### src/rtl/tx_gearbox_pkg.sv
`default_nettype none
// ---------------------------------------------------------------------------
// tx_gearbox_pkg : shared PCS constants for the 64b/66b TX gearbox
// Revision: 1.0
// ---------------------------------------------------------------------------
package tx_gearbox_pkg;
  localparam int DEF_DATA_WIDTH = 32;
  localparam int DEF_HDR_WIDTH  = 2;
  localparam int DEF_BUF_WIDTH  = 128;
  // Highest accumulator fill an append may produce before it is refused.
  localparam int FILL_LIMIT     = 96;

  localparam logic [1:0] SYNC_DATA     = 2'b01;
  localparam logic [1:0] SYNC_CTRL     = 2'b10;
  localparam logic [5:0] SEQ_PAUSE_VAL = 6'd32;
endpackage
`default_nettype wire

### src/rtl/tx_gearbox.sv
`default_nettype none
// ---------------------------------------------------------------------------
// tx_gearbox : packs 66-bit PCS blocks (as 32-bit halves) into 32-bit words
// Revision: 1.0
// ---------------------------------------------------------------------------
module tx_gearbox
  import tx_gearbox_pkg::*;
#(
  parameter int DATA_WIDTH = DEF_DATA_WIDTH,
  parameter int HDR_WIDTH  = DEF_HDR_WIDTH,
  parameter int BUF_WIDTH  = DEF_BUF_WIDTH
) (
  input  logic                  clk,
  input  logic                  reset_n,
  input  logic [5:0]            seq_count,
  input  logic                  seq_pause,
  input  logic [DATA_WIDTH-1:0] in_data,
  input  logic [HDR_WIDTH-1:0]  in_header,
  input  logic                  in_header_valid,
  input  logic                  in_valid,
  output logic [DATA_WIDTH-1:0] out_data,
  output logic                  out_valid,
  output logic                  err_overflow,
  output logic                  err_pause,
  output logic                  err_align
);

  localparam int APP_WIDTH = DATA_WIDTH + HDR_WIDTH;
  localparam int FILL_W    = 7;
  localparam int SUM_W     = 8;

  logic [BUF_WIDTH-1:0]  acc_q, acc_d;
  logic [FILL_W-1:0]     fill_q, fill_d;
  logic [DATA_WIDTH-1:0] out_data_q, out_data_d;
  logic                  out_valid_q, out_valid_d;
  logic                  err_overflow_q, err_overflow_d;
  logic                  err_pause_q, err_pause_d;
  logic                  err_align_q, err_align_d;

  logic [APP_WIDTH-1:0]  app;
  logic [SUM_W-1:0]      app_len;
  logic [SUM_W-1:0]      new_fill;
  logic [SUM_W-1:0]      keep_fill;
  logic [BUF_WIDTH-1:0]  new_acc;
  logic                  overflow;

  always_comb begin
    app     = '0;
    app_len = '0;
    if (in_valid) begin
      if (in_header_valid) begin
        app     = {in_data, in_header};
        app_len = SUM_W'(APP_WIDTH);
      end else begin
        app     = {{HDR_WIDTH{1'b0}}, in_data};
        app_len = SUM_W'(DATA_WIDTH);
      end
    end

    new_fill = {1'b0, fill_q} + app_len;
    overflow = new_fill > SUM_W'(FILL_LIMIT);

    // A refused append leaves the accumulator as-is; existing bits still drain.
    if (overflow) begin
      new_acc   = acc_q;
      keep_fill = {1'b0, fill_q};
    end else begin
      new_acc   = acc_q | (BUF_WIDTH'(app) << fill_q);
      keep_fill = new_fill;
    end

    out_data_d  = out_data_q;
    out_valid_d = 1'b0;
    acc_d       = new_acc;
    fill_d      = FILL_W'(keep_fill);
    if (keep_fill >= SUM_W'(DATA_WIDTH)) begin
      out_data_d  = new_acc[DATA_WIDTH-1:0];
      out_valid_d = 1'b1;
      acc_d       = new_acc >> DATA_WIDTH;
      fill_d      = FILL_W'(keep_fill - SUM_W'(DATA_WIDTH));
    end

    err_overflow_d = err_overflow_q | overflow;
    err_pause_d    = err_pause_q | (in_valid & seq_pause);
    err_align_d    = err_align_q |
                     (in_valid & in_header_valid & (seq_count == '0) & (fill_q != '0));
  end

  always_ff @(posedge clk or negedge reset_n) begin
    if (!reset_n) begin
      acc_q          <= '0;
      fill_q         <= '0;
      out_data_q     <= '0;
      out_valid_q    <= 1'b0;
      err_overflow_q <= 1'b0;
      err_pause_q    <= 1'b0;
      err_align_q    <= 1'b0;
    end else begin
      acc_q          <= acc_d;
      fill_q         <= fill_d;
      out_data_q     <= out_data_d;
      out_valid_q    <= out_valid_d;
      err_overflow_q <= err_overflow_d;
      err_pause_q    <= err_pause_d;
      err_align_q    <= err_align_d;
    end
  end

  assign out_data     = out_data_q;
  assign out_valid    = out_valid_q;
  assign err_overflow = err_overflow_q;
  assign err_pause    = err_pause_q;
  assign err_align    = err_align_q;

endmodule
`default_nettype wire

### config.mk
export PLATFORM = sky130hd
export DESIGN_NAME = tx_gearbox
export DESIGN_NICKNAME = d
export VERILOG_FILES = /design/src/rtl/tx_gearbox_pkg.sv /design/src/rtl/tx_gearbox.sv
export SDC_FILE = /design/constraint.sdc
export NUM_CORES = 1
export LEC_CHECK = 0
export BUFFER_PORTS_ARGS = -buffer_cell sky130_fd_sc_hd__buf_2
export CAP_MARGIN = 15
export CELL_PAD_IN_SITES_DETAIL_PLACEMENT = 1
export CELL_PAD_IN_SITES_GLOBAL_PLACEMENT = 1
export CORE_MARGIN = 5
export CORE_UTILIZATION = 30
export CTS_CLUSTER_SIZE = 20
export DETAILED_ROUTE_END_ITERATION = 8
export HOLD_SLACK_MARGIN = 0.08
export PLACE_DENSITY_LB_ADDON = 0.15
export RECOVER_POWER = 25
export SLEW_MARGIN = 20
export SYNTH_ARGS = -nofsm -noshare
export SYNTH_HDL_FRONTEND = slang
export SYNTH_SLANG_ARGS = --single-unit
export TNS_END_PERCENT = 50
### constraint.sdc
create_clock -name clk -period 4.08 [get_ports clk]
set_input_delay 0.408 -clock clk [delete_from_list [all_inputs] [get_ports clk]]
set_output_delay 0.408 -clock clk [all_outputs]
set_load 0.02 [all_outputs]
### After elaboration in Yosys (flattened, before gate mapping)

Cells that the tools add are included.

* reductions and logical operators: 2
* multiplexer cells: 9
* shifts and indexed selects: 1
* bitwise gates (word level): 8
* magnitude comparators: 2
* add/subtract/negate cells: 2

Operators with widths (number)
* $mux 128: 2
* $or 128x128->128: 1
* $shl 34x7->128: 1
* $mux 34: 2
* $mux 8: 2
* $add 7x8->8: 1
* $ge 8x6->1 const B: 1
* $gt 8x7->1 const B: 1
* $mux 7: 1
* $reduce_bool 7->1: 1
* $sub 7x6->7 const B: 1
* $logic_not 6->1: 1
* $and 1x1->1: 4
* $or 1x1->1: 3
* $mux 2: 1
* $mux 1: 1

* flip-flop bits (word level): 171
* word-level logic and storage cells: 31
* output and inout bits: 36

### Depth between registers and ports, before layout

Gate-level depths: netlist of run 1.

* depth in word-level cells: 7
* gate-level depth with buffers: 18

### Worst setup path after synthesis of run 1

Ideal clock, no wire load.

* path type: input to register
* start point: in in_header_valid
* end point: reg acc_q[32]
* cell stages on the path: 14
* required time: 3952 ps
* slack: -33 ps
* arrival: 3986 ps
* path through: buf_2 buf_1 nand2_1 clkinv_1 ha_1 ha_1 nand3_1 xor2_1 o41ai_4 mux2_2 a311o_1 buf_2 buf_6 mux2_1

* longest elaborated chain between the ends: 7

RTL lines
* from (decl): RTL line tx_gearbox.sv:19 `input logic in_header_valid,`
* $mux 2: RTL line tx_gearbox.sv:51 `if (in_header_valid) begin`
* $mux 8: RTL line tx_gearbox.sv:50 `if (in_valid) begin`
* $add 7x8->8: RTL line tx_gearbox.sv:60 `new_fill = {1'b0, fill_q} + app_len;`
* $gt 8x7->1: RTL line tx_gearbox.sv:61 `overflow = new_fill > SUM_W'(FILL_LIMIT);`
* $mux 8: RTL line tx_gearbox.sv:64 `if (overflow) begin`
* $ge 8x6->1: RTL line tx_gearbox.sv:76 `if (keep_fill >= SUM_W'(DATA_WIDTH)) begin`
* $mux 128 (*): RTL line tx_gearbox.sv:76
* net acc_d[32]: RTL line tx_gearbox.sv:32 `logic [BUF_WIDTH-1:0] acc_q, acc_d;`
* to (signal assigned): RTL line tx_gearbox.sv:91 `acc_q <= '0;`
* to (signal assigned): RTL line tx_gearbox.sv:99 `acc_q <= acc_d;`
* to (decl): RTL line tx_gearbox.sv:32

The timed path passes the listed nets; every way through them passes the cells marked *.
A chain may end at the register's enable or synchronous reset.

### Worst setup path in the final report of run 1

* start point: reg fill_q[1]
* end point: reg acc_q[18]

* longest elaborated chain between the ends: 5

RTL lines
* from (decl): RTL line tx_gearbox.sv:33 `logic [FILL_W-1:0] fill_q, fill_d;`
* from (signal assigned): RTL line tx_gearbox.sv:100 `fill_q <= fill_d;`
* $add 7x8->8: RTL line tx_gearbox.sv:60
* $gt 8x7->1: RTL line tx_gearbox.sv:61
* $mux 8: RTL line tx_gearbox.sv:64
* $ge 8x6->1: RTL line tx_gearbox.sv:76
* $mux 128 (*): RTL line tx_gearbox.sv:76
* net acc_d[18]: RTL line tx_gearbox.sv:32

Marked as above.

==> impl_metrics.csv, run 1 <==
group,metric,value,unit
global_route,grt_max_degree,86,
timing,final.min_clock_period,3530,ps
die,fp.dieW,196,um
die,start_util,30.1,%
worst_setup_path,end_kind,"flip-flop",
cts,htree_levels,4,
global_route,grt_pass1_vias,9518,
cts,clockRootBuffer,"clkbuf_16",
worst_hold_path,hp-start,"seq_pause",
worst_setup_path,cp_data_arrival_time,3880,ps
pwr,max-vdd-ir-drop,789,uV
die,die_h,196,um
route,drtPass1Iterations,5,
timing,fmax,0.284,GHz
cts,cts_buffers,17,
timing,relSlewSlack,-59.7,%
logic_synthesis,async_flop_share,100,%
die,design.core.area,34300,sq um
global_route,antenna_found_initial,0,
route,wl,39200,um
timing,rsz0062_at_grt,"no",
logic_synthesis,synth.avg_cell_area,9.83,sq um
layout,multi_input_area,5560,sq um
place,place.gp.congestion,0.878,
logic_synthesis,synth-seq-cells,170,
timing,skew,13.7,ps
layout,n_fill_cell,3895,
worst_setup_path,startpoint,"fill_q[1]$_DFF_PN0_",
worst_setup_path,crit_type,"flip-flop to flip-flop",
route,num_vias,9073,
worst_setup_path,path_max_fanout,69,
logic_synthesis,synthTopCellsByCount,"170 x dfrtp_1, 158 x mux2i_1, 103 x nor2_1",
global_route,grt_overflow,0,
worst_setup_path,critPathRequiredTime,4440,ps
worst_setup_path,crit_path_top_delay_cell,"a2111oi_4",
logic_synthesis,synthesis.area,10300,sq um
layout,final_nets,1182,
die,ioPinCount,81,
cts,clk_latency,450,ps
timing,final_max_slew_viol_count,86,
cts,clk_path_buf_depth,2,
layout,layout-drive-gt1-share,18.5,%
route,drc,0,
timing,period_share,86.4,%
cts,cts_tree,"yes",
timing,setup_violations,0,
logic_synthesis,yosys_warnings,0,
logic_synthesis,ys.flop_type,"dfrtp_1",
logic_synthesis,synth-edff-count,0,
cts,cts_resized,0,
die,core.rowCount,68,
cts,cts_sinks,170,
worst_setup_path,path_cells,"ha_1, ha_1, xor2_1, a2111oi_4, o41ai_4, buf_4, o41ai_1, a311o_2, buf_12, buf_12, mux2i_1",
logic_synthesis,netlist_top_cells_area,"dfrtp_1 41%, mux2i_1 15%, a21oi_1 4.0%, nor2_1 3.7%, mux2_2 3.3%",
route,routedWlPerCell,24.5,um
worst_setup_path,crit_path_max_incr_delay,460,ps
logic_synthesis,yosysTopAreaCell,"dfrtp_1",
worst_setup_path,path_delay_family,"compound AO/OA/AOI/OAI gates",
global_route,grt_pass1_wl,60400,um
worst_setup_path,crit_buf_inv,3,
worst_setup_path,crit-reg2reg-launch,"fill_q[1]$_DFF_PN0_",
worst_hold_path,hp-class,"input port to flip-flop",
logic_synthesis,syn_inst,1051,
layout,syn2layout_area_growth,17.2,%
timing,tightest_slew,2400,ps
die,dieArea,38200,sq um
run,drv_cap,1,
logic_synthesis,synthDistinctLibCells,69,
pwr,p_leak,0.00564,uW
logic_synthesis,synth_nets,1100,
layout,diodes,0,
timing,tns,0,ps
pwr,powerDensity,943,nW/um^2
global_route,grtUsageTotal,20.4,%
route,antenna_left,0,
place,numPortBuffers,80,
place,dpl.hpwl,28600,um
route,drt-vias-per-instance,5.67,
logic_synthesis,ys_seq_area_share,41.2,%
cts,clkTransAtPathRegs,70,ps
logic_synthesis,yosys.area.top_type_share,41.2,%
outcome,violations,"capacitance limit, slew limit",
layout,seq_area,4250,sq um
route,first_iter_violations,628,
outcome,status,"finished, violations left",
logic_synthesis,yosysMostFrequentCell,"dfrtp_1",
timing,finalHoldViolCount,0,
worst_setup_path,start_kind,"flip-flop",
timing,whs,166,ps
## cells in the final DEF (no fill, tap or decap), types with 16 or more instances in the layout
master,count
dfrtp_1,170
nor3_1,20
a21oi_1,82
inv_1,37
a21o_1,17
nor2b_1,16
nand2_1,27
buf_2,67
buf_4,56
mux2_2,30
a211oi_1,22
o22ai_1,52
a221oi_1,23
mux2i_1,158
o21ai_0,31
clkbuf_16,17
nor2_1,103
## path summary, 6_finish.rpt
kind	slack, ps	depth (start not counted)	end
worst max-delay path	550	11	acc_q[18]$_DFF_PN0_
worst min-delay path	170	2	err_pause$_DFF_PN0_
worst max register to register	550	11	acc_q[18]$_DFF_PN0_
worst min register to register	460	1	err_pause$_DFF_PN0_
max in group asynchronous	1390	3	acc_q[17]$_DFF_PN0_
min in group asynchronous	1170	2	out_data[3]$_DFFE_PN0P_
## sequential cells by signal, summed over array words and instances, names as in the netlist
| name | flops |
|---|---|
| err_overflow | 1 |
| fill_q | 6 |
| err_align | 1 |
| out_data | 32 |
| err_pause | 1 |
| acc_q | 128 |
| out_valid | 1 |
## cells by family after synthesis
group	share of synthesized area, %
buf+inv	5.04
fa+ha+maj	0.485
mux	20.2
compound gates	21.8
xor+xnor	0.339
flops	41.2
simple gates	10.9
## per-layer routing
layer,up-vias,GRT usage [%],share of wire [%]
met5,-,0,0
met4,0,5.30,2.2
met3,44,3.67,4.8
met2,234,31.6,45
met1,4671,29.5,48
li1,4124,-,-
## stage by stage
| stage | setup WS [ps] | total power, uW | cells | util (%) | area [sq um] |
|---|---|---|---|---|---|
| after floorplan | 136 | 7220 | 1051 | - | 10300 |
| after global placement | 271 | 9500 | 1568 | 33.4 | 11500 |
| after detailed placement | 198 | 9570 | 1568 | 33.4 | 11500 |
| after CTS | 488 | 11500 | 1601 | 35.4 | 12100 |
| after global routing | 273 | 12100 | 1601 | 35.3 | 12100 |
| final | 554 | 11400 | 1601 | 35.3 | 12100 |
## final cells by class
cell class | count | share of cell area [%]
repair buffers | 141 | 7.40
multi-input cells | 762 | 46.0
clock inverters | 12 | 1.82
well taps | 455 | 4.70
flip-flops and latches | 170 | 35.1
inverters | 41 | 1.27
clock buffers | 20 | 3.69
## worst register-to-register path: cells and delay by family, from the launching register on
kind | cells | cell delay [ps]
xor+xnor | 1 | 190
compound gates | 4 | 1190
buf+inv | 3 | 880
mux | 1 | 230
flops | 1 | 390
fa+ha+maj | 2 | 550
## power by group
group          total, uW  internal (uW)  leakage, uW  switching [uW]
Clock               1880           1160     0.000324             719
Sequential          2500           2280      0.00224             225
Combinational       7020           2580      0.00308            4440
## what timing repair did
item,CTS,global route
endpoints found under the hold margin,26,0
setup buffers,0,0
hold buffers,1,0
Power figures use the tool's default switching activity.
==> inputs of run 2 (changes only) <==
Settings changed: ABC_CLOCK_PERIOD_IN_PS from default to 4080, CORE_ASPECT_RATIO from default to 0.5.
==> run 2 against run 1 <==
The flow still finishes with violations (capacitance limit, slew limit). Design area is essentially flat. Flip-flop and latch count is the same. Hold slack gained 1.8 ps. Die area grew 0.59%. Critical endpoint is now out_data[16]$_DFFE_PN0P_. Largest cell class unchanged. Highest routed layer unchanged. Via count grew 1.7%. First-iteration DRC count grew 29%. Cell count is the same. Maximum frequency shrank 3.2%. Clock skew shrank 2.6 ps. Sequential power is essentially flat. Combinational power grew 3%. Power grew 0.81%.
==> impl_metrics.csv, run 2 (synthesized netlist as in run 1, its figures left out) <==
group,metric,value,unit
outcome,status,"finished, violations left",
outcome,violations,"capacitance limit, slew limit",
timing,final.min_clock_period,3640,ps
layout,largest_reg_flops,128,
timing,relSlewSlack,-66.5,%
route,antenna_left,0,
place,numPortBuffers,80,
worst_setup_path,cp_data_arrival_time,4010,ps
global_route,grtUsageTotal,21.1,%
global_route,grt_max_degree,95,
layout,layout-drive-gt1-share,19.9,%
timing,tns,0,ps
route,num_vias,9230,
pwr,powerDensity,951,nW/um^2
worst_setup_path,critPathRequiredTime,4450,ps
route,drt-vias-per-instance,5.77,
run,drv_cap,1,
cts,htree_levels,4,
route,drc,0,
timing,skew,11.1,ps
timing,fmax,0.274,GHz
die,fp.dieW,272,um
worst_setup_path,end_kind,"flip-flop",
layout,final_nets,1187,
timing,setup_violations,0,
worst_setup_path,crit_type,"flip-flop to flip-flop",
layout,finalCoreUtilization,35.3,%
cts,cts_tree,"yes",
pwr,p_leak,0.00568,uW
route,first_iter_violations,812,
die,die_h,141,um
place,dpl.hpwl,30100,um
worst_setup_path,start_kind,"flip-flop",
route,drtPass1Iterations,5,
route,wl,40600,um
pwr,switching_share,49.0,%
timing,rsz0062_at_grt,"no",
worst_setup_path,path_max_fanout,31,
route,routedWlPerCell,25.3,um
die,ioPinCount,81,
global_route,grt_pass1_vias,9663,
cts,clkTransAtPathRegs,70,ps
cts,cts_buffers,17,
die,start_util,30.2,%
cts,cts_sinks,170,
layout,layout_commonest_cell,"dfrtp_1",
pwr,p_int,5870,uW
cts,post_cts_buffers,0,
cts,clk_latency,460,ps
place,place.gp.congestion,0.921,
worst_hold_path,hp-class,"input port to flip-flop",
timing,final_max_slew_viol_count,95,
pwr,p_seq_share,21.9,%
layout,diodes,0,
cts,clockRootBuffer,"clkbuf_16",
die,core.rowCount,48,
pwr,combPwrFrac,62.6,%
pwr,max-vdd-ir-drop,519,uV
die,design.core.area,34200,sq um
global_route,grt_overflow,0,
global_route,antenna_found_initial,0,
timing,period_share,89.3,%
layout,layout_common_cells,"170 x dfrtp_1, 158 x mux2i_1, 103 x nor2_1",
die,dieArea,38500,sq um
timing,finalHoldViolCount,0,
timing,whs,168,ps
cts,clk_path_buf_depth,2,
timing,tightest_slew,2500,ps
global_route,grt_pass1_wl,61800,um
pwr,p_switching,5640,uW
pwr,clock_power_share,15.4,%
layout,n_fill_cell,3885,
layout,syn2layout_area_growth,17.1,%
layout,regMostFlops,"acc_q",
==> run 2: cell type report <==
class / count / area, sq um / share of cell area, %
sequential: 170 / 4250 / 35.2
tap: 450 / 563 / 4.65
timing repair buffer: 146 / 933 / 7.71
clock buffer: 19 / 453 / 3.74
multi-input combinational: 762 / 5560 / 46.0
clock inverter: 13 / 178 / 1.47
inverter: 41 / 154 / 1.27
==> run 2: path summary, 6_finish.rpt <==
check | start | end | slack [ps] | cells after the start
max | fill_q[2]$_DFF_PN0_ | out_data[16]$_DFFE_PN0P_ | 440 | 8
min | seq_pause | err_pause$_DFF_PN0_ | 170 | 2
max reg2reg | fill_q[2]$_DFF_PN0_ | out_data[16]$_DFFE_PN0P_ | 440 | 8
min reg2reg | err_pause$_DFF_PN0_ | err_pause$_DFF_PN0_ | 460 | 1
max in group asynchronous | reset_n | out_data[28]$_DFFE_PN0P_ | 1340 | 3
min in group asynchronous | reset_n | out_data[12]$_DFFE_PN0P_ | 1230 | 2
==> run 2: layer usage <==
metal | GRT usage (%) | routed length (um) | share of wire, % | vias up
li1 | - | - | - | 4141
met1 | 30.9 | 19500 | 48 | 4755
met2 | 31.1 | 17100 | 42 | 292
met3 | 6.14 | 3330 | 8.2 | 42
met4 | 4.42 | 614 | 1.5 | 0
met5 | 0 | 0 | 0 | -
==> run 2: repair_timing <==
action	4_1_cts	5_1_grt
gates resized for setup	0	0
hold buffers	1	0
hold endpoints to repair	47	0
==> run 2: critical path, stage by stage (launching register included) <==
cell and delay, ps:
dfrtp_1 500, buf_4 220, or3b_2 760, o22ai_1 430, nor3_1 110, buf_4 180, o32ai_1 870, a21oi_1 270
mux2i_1 210
==> run 2: power by group through the flow <==
stage                     Sequential, uW  Combinational [uW]  Clock, uW
final                               2520                7210       1780
after global routing                2580                7710       1900
after CTS                           2530                7140       1830
after detailed placement            2560                7100          0
after global placement              2530                6970          0
after floorplan                     2640                4580          0
==> run 2: stage by stage <==
| step | setup WS [ps] | instances | total power (uW) | area (sq um) |
|---|---|---|---|---|
| 6_report | 436 | 1601 | 11500 | 12100 |
| 5_1_grt | 257 | 1601 | 12200 | 12100 |
| 4_1_cts | 483 | 1601 | 11500 | 12100 |
| 3_5_place_dp | 195 | 1568 | 9660 | 11500 |
| 3_3_place_gp | 325 | 1568 | 9510 | 11500 |
| 2_1_floorplan | 136 | 1051 | 7220 | 10300 |
